===== src/rtl/mover_pkg.sv =====
// Shared state encoding and width defaults for the RAM block mover.
package mover_pkg;

    localparam int ADDR_W_DEF = 14;
    localparam int DATA_W_DEF = 16;

    localparam logic [1:0] ST_IDLE   = 2'd0;
    localparam logic [1:0] ST_READ   = 2'd1;
    localparam logic [1:0] ST_WRITE  = 2'd2;
    localparam logic [1:0] ST_FINISH = 2'd3;

    typedef enum logic [1:0] {
        IDLE   = ST_IDLE,
        READ   = ST_READ,
        WRITE  = ST_WRITE,
        FINISH = ST_FINISH
    } state_t;

endpackage


===== src/rtl/ram_addr_stepper.sv =====
// Loadable RAM word pointer that steps up or down by one,
// wrapping naturally at the address width.
module ram_addr_stepper
    import mover_pkg::*;
#(
    parameter int ADDR_W = ADDR_W_DEF
) (
    input  logic              clk,
    input  logic              reset,
    input  logic              load,
    input  logic [ADDR_W-1:0] load_value,
    input  logic              step,
    input  logic              down,
    output logic [ADDR_W-1:0] ptr
);

    always_ff @(posedge clk or posedge reset) begin
        if (reset) begin
            ptr <= '0;
        end else if (load) begin
            ptr <= load_value;
        end else if (step) begin
            ptr <= down ? ptr - ADDR_W'(1) : ptr + ADDR_W'(1);
        end
    end

endmodule


===== src/rtl/ram_block_mover.sv =====
// Overlap-safe block copy engine for the data RAM.
// Define MOVER_FILL_EN to add a constant-fill mode (fill, fill_value).
module ram_block_mover
    import mover_pkg::*;
#(
    parameter int ADDR_W = ADDR_W_DEF,
    parameter int DATA_W = DATA_W_DEF
) (
    input  logic              clk,
    input  logic              reset,
    input  logic              start,
    input  logic [ADDR_W-1:0] src_addr,
    input  logic [ADDR_W-1:0] dst_addr,
    input  logic [ADDR_W:0]   count,
`ifdef MOVER_FILL_EN
    input  logic              fill,
    input  logic [DATA_W-1:0] fill_value,
`endif
    output logic              busy,
    output logic              done,
    output logic [ADDR_W-1:0] mem_address,
    output logic [DATA_W-1:0] mem_in,
    output logic              mem_load,
    input  logic [DATA_W-1:0] mem_out
);

    state_t              state;
    logic [DATA_W-1:0]   data_reg;
    logic [ADDR_W:0]     remaining;
    logic                down;
    logic                fill_mode;

    logic                fill_req;
    logic [DATA_W-1:0]   fill_data;
    logic                desc_req;
    logic                start_go;
    logic                step;
    logic [ADDR_W-1:0]   span;
    logic [ADDR_W-1:0]   src_start;
    logic [ADDR_W-1:0]   dst_start;
    logic [ADDR_W-1:0]   src_ptr;
    logic [ADDR_W-1:0]   dst_ptr;

`ifdef MOVER_FILL_EN
    assign fill_req  = fill;
    assign fill_data = fill_value;
`else
    assign fill_req  = 1'b0;
    assign fill_data = '0;
`endif

    // Copying toward higher addresses runs backwards so no source word
    // is overwritten before it is read.
    assign desc_req  = !fill_req && (dst_addr > src_addr);
    assign span      = count[ADDR_W-1:0] - ADDR_W'(1);
    assign src_start = desc_req ? src_addr + span : src_addr;
    assign dst_start = desc_req ? dst_addr + span : dst_addr;
    assign start_go  = (state == IDLE) && start;
    assign step      = (state == WRITE);

    ram_addr_stepper #(.ADDR_W(ADDR_W)) u_src (
        .clk        (clk),
        .reset      (reset),
        .load       (start_go),
        .load_value (src_start),
        .step       (step),
        .down       (down),
        .ptr        (src_ptr)
    );

    ram_addr_stepper #(.ADDR_W(ADDR_W)) u_dst (
        .clk        (clk),
        .reset      (reset),
        .load       (start_go),
        .load_value (dst_start),
        .step       (step),
        .down       (down),
        .ptr        (dst_ptr)
    );

    assign mem_address = (state == WRITE) ? dst_ptr : src_ptr;
    assign mem_in      = data_reg;

    always_ff @(posedge clk or posedge reset) begin
        if (reset) begin
            state     <= IDLE;
            busy      <= 1'b0;
            done      <= 1'b0;
            mem_load  <= 1'b0;
            data_reg  <= '0;
            remaining <= '0;
            down      <= 1'b0;
            fill_mode <= 1'b0;
        end else begin
            done <= 1'b0;
            unique case (state)
                IDLE: begin
                    if (start) begin
                        remaining <= count;
                        down      <= desc_req;
                        fill_mode <= fill_req;
                        if (count == '0) begin
                            state <= FINISH;
                            done  <= 1'b1;
                        end else if (fill_req) begin
                            state    <= WRITE;
                            busy     <= 1'b1;
                            mem_load <= 1'b1;
                            data_reg <= fill_data;
                        end else begin
                            state <= READ;
                            busy  <= 1'b1;
                        end
                    end
                end
                READ: begin
                    data_reg <= mem_out;
                    mem_load <= 1'b1;
                    state    <= WRITE;
                end
                WRITE: begin
                    remaining <= remaining - (ADDR_W+1)'(1);
                    if (remaining == (ADDR_W+1)'(1)) begin
                        state    <= FINISH;
                        busy     <= 1'b0;
                        mem_load <= 1'b0;
                        done     <= 1'b1;
                    end else if (!fill_mode) begin
                        state    <= READ;
                        mem_load <= 1'b0;
                    end
                end
                FINISH: begin
                    state <= IDLE;
                end
                default: begin
                    state <= IDLE;
                end
            endcase
        end
    end

endmodule


===== config.mk =====
export PLATFORM = sky130hd
export DESIGN_NAME = ram_block_mover
export DESIGN_NICKNAME = d
export VERILOG_FILES = /design/src/rtl/mover_pkg.sv /design/src/rtl/ram_addr_stepper.sv /design/src/rtl/ram_block_mover.sv
export SDC_FILE = /design/constraint.sdc
export NUM_CORES = 1
export LEC_CHECK = 0
export BUFFER_PORTS_ARGS = -buffer_cell sky130_fd_sc_hd__clkbuf_2
export CORE_MARGIN = 1.5
export CORE_UTILIZATION = 50
export DETAILED_ROUTE_END_ITERATION = 8
export PLACE_DENSITY = 0.71
export SETUP_SLACK_MARGIN = 0.1
export SYNTH_ARGS = -nofsm -noshare
export SYNTH_HDL_FRONTEND = slang
export SYNTH_HIERARCHICAL = 1
export SYNTH_SLANG_ARGS = --single-unit

===== constraint.sdc =====
create_clock -name clk -period 3.2 [get_ports clk]
set_input_delay 0.64 -clock clk [delete_from_list [all_inputs] [get_ports clk]]
set_output_delay 0.64 -clock clk [all_outputs]
set_load 0.02 [all_outputs]

==> results.yml <==
synthesis:
  synth_ff_type: "dfrtp_1"
  synth_cells: 780
  ys_types: 64
  ys_ff_latch: 65
  async_flop_share_pct: 100.0
  avgSynthCellArea_um2: 8.592
  ys_warn_count: 6
  synth-edff-count: 0
  syn_area_um2: 6701
  ys_seq_area_share_pct: 24.27
  syn-num-nets: 922
finish:
  layout_common_cells: "buf_4 (108), clkbuf_2 (92), nand2_1 (79)"
  area_growth_pct: 31.91
  layout_commonest_cell: "buf_4"
  finalNonFillerCells: 1150
  final_cell_area_um2: 8840
  fin_nets: 1111
  drive_gt1_share_pct: 34.70
  antenna_cells_inserted: 0
power:
  p_clk_share_pct: 14.6
  p_int_w: 0.004029
  finalPower_w: 0.007469
  ir_drop_mv: 0.7724
  p_seq_share_pct: 21.7
  p_sw_w: 0.003440
  p_comb_share_pct: 63.6
  switching_share_pct: 46.05
  leakagePower_nw: 4.133
  powerDensity_nw_per_um2: 844.9
clocking:
  clk_latency_ps: 340
  cts_hold_buffers: 0
  root_buffer: "clkbuf_16"
  clk_pin_slew_ps: 60
  clock-sinks: 65
  numCtsBuffers: 9
  clockBufferDepth: 2
  htree_levels: 3
  cts_tree: "built"
timing:
  fmax_mhz: 306.6
  min_period_over_period_pct: 101.9
  rsz0062_at_grt: "true"
  slew_headroom_pct: 39.36
  slew_violations: 0
  fin_ws_ps: -61.08
  tightest_slew_ps: 908.7
  min_period_ps: 3261
  fin_skew_ps: 8.679
  setup_viol: 2
  hold_viol: 0
run_status:
  status: "finished, violations left"
  violations: "setup timing"
worst_setup_path:
  endpoint_kind: "flop"
  cp_cell_sequence: "buf_8 > nor4_4 > nand2_2 > xnor2_2 > buf_4 > ha_4 > a2111oi_4 > o21ai_2 > a311oi_2 > nor2_1 > xor2_1 > mux2_4 > a21oi_2 > o21ai_1 > a211o_1"
  path_max_fanout: 4
  cp.required_ps: 3420
  path_depth: 15
  slowest_stage: "nor4_4"
  r2r_cells: 8
  cp_num_buf_inv: 2
  crit_family: "compound AO/OA/AOI/OAI gates"
  slowest_delay_ps: 320
  path_class: "in2reg"
  start_kind: "primary input"
  critPathArrivalTime_ps: 3480
  r2r_slack_ps: 510
floorplan:
  rows: 42
  dieWidth_um: 118.8
  io_pins: 95
  start_util_pct: 51.01
  die_h_um: 118.8
  die_area_um2: 14110
  fp.coreArea_um2: 13140
place:
  post-place-ws_ps: -458.0
  gp_congestion: 0.9248
  dp.cells: 1128
  place_area_um2: 8122
  dp_hpwl_um: 15130
  portBuffers: 94
global_routing:
  grt_use_total_pct: 27.90
  antenna_found_initial: 0
  grt_pass1_wl_um: 31770
  overflow: 0
  grt_pass1_vias: 6255
  grt_max_degree: 73
job:
  drv_cap: 0
detailed_routing:
  wl_per_cell_um: 17.21
  num_vias: 6770
  drc: 0
  wl_um: 19790
  first_pass_iters: 6
  vias_per_cell: 5.887
  drt.antenna.violating_nets: 0
  dr.first_iter.drc_count: 478
worst_hold_path:
  hold_class: "in2async"
==> logic make-up after synthesis <==
family          share of synthesized area (%)
compound gates                          24.31
xor+xnor                                7.300
fa+ha+maj                               15.38
buf+inv                                 3.622
flops                                   24.27
mux                                     8.962
simple gates                            16.15
==> final cells by class <==
class / instances / area, um2
inverter: 35 / 131.4
fill: 1098 / 4298
clock inverter: 7 / 100.1
timing repair buffer: 205 / 1349
tap: 176 / 220.2
sequential: 65 / 1627
multi-input combinational: 653 / 5187
clock buffer: 9 / 225.2
==> stage by stage <==
stage	setup TNS (ps)	hold WS [ps]	util [%]
5_1_grt	-996.8	436.5	67.29
3_5_place_dp	-4324	496.0	61.82
2_1_floorplan	-148.5	497.0	-
6_report	-86.70	380.9	67.29
4_1_cts	0	389.6	65.08
3_3_place_gp	-3951	486.7	61.82
==> worst reg2reg max path, stage by stage (launching register included) <==
cell and delay, ps:
dfrtp_1 820, buf_4 300, ha_1 310, a211o_1 330, a211oi_1 210, nor2_1 90
a211oi_2 270, xnor2_1 160, o21ai_1 70
==> state kept, by name (all words and copies together), names as in the netlist <==
| signal | count |
|---|---|
| u_dst/ptr | 14 |
| done | 1 |
| remaining | 15 |
| state | 2 |
| mem_load | 1 |
| down | 1 |
| u_src/ptr | 14 |
| mem_in | 16 |
| busy | 1 |
==> per-layer routing <==
metal	wire length [um]	global-route usage (%)
met1	9153	39.82
met3	1014	3.041
met5	0	0
met2	9308	44.77
met4	315	7.756
==> Yosys cell counts (all sizes together) (2+ instances only) <==
library cell / number / area [um2]
a311o: 3 / 32.53
nand3: 13 / 65.06
a22oi: 6 / 45.04
and4: 6 / 52.55
a31oi: 6 / 37.54
inv: 34 / 127.6
a211oi: 13 / 107.6
o31ai: 7 / 62.56
o22ai: 9 / 56.30
and2: 3 / 18.77
fa: 4 / 80.08
a21oi: 74 / 385.4
ha: 76 / 950.9
mux2: 40 / 450.4
or3: 2 / 12.51
a21boi: 2 / 15.01
nor2b: 13 / 81.33
nor4b: 2 / 32.53
xor2: 31 / 271.5
a2111o: 2 / 22.52
clkbuf: 20 / 75.07
o21a: 10 / 75.07
a21o: 17 / 127.6
nor4: 9 / 56.30
o21ai: 75 / 390.4
nor2: 25 / 93.84
o21bai: 7 / 52.55
nor3b: 13 / 97.59
a2111oi: 4 / 72.57
nor3: 19 / 95.09
nand2: 81 / 304.0
buf: 7 / 36.28
a221oi: 2 / 17.52
nand4: 6 / 37.54
mux2i: 15 / 150.1
xnor2: 24 / 217.7
dfrtp: 65 / 1627
nand3b: 3 / 22.52
nand2b: 7 / 43.79
o211ai: 2 / 15.01
a211o: 6 / 52.55
and3: 8 / 52.55
==> power groups by stage <==
stage               Clock (W)  Sequential (W)  Combinational, W
finish                0.00109         0.00162           0.00475
global route          0.00115         0.00168           0.00524
CTS                   0.00111         0.00162           0.00463
detailed placement          0         0.00162           0.00459
global placement            0         0.00160           0.00451
floorplan                   0         0.00166           0.00330
==> worst paths after layout <==
kind / startpoint / endpoint
worst max-delay path: count[3] / u_dst/ptr[9]
worst min-delay path: reset / u_dst/ptr[6]
worst max register to register: down / u_src/ptr[13]
worst min register to register: mem_in[9] / mem_in[9]
max in group asynchronous: reset / remaining[11]
min in group clk: mem_in[9] / mem_in[9]
==> timing repair <==
action,4_1_cts,5_1_grt
buffers inserted,3,3
gates resized for setup,18,60
pin swaps,8,21
setup endpoints to repair,10,13
No activity file was read; power rests on OpenSTA's default activity.
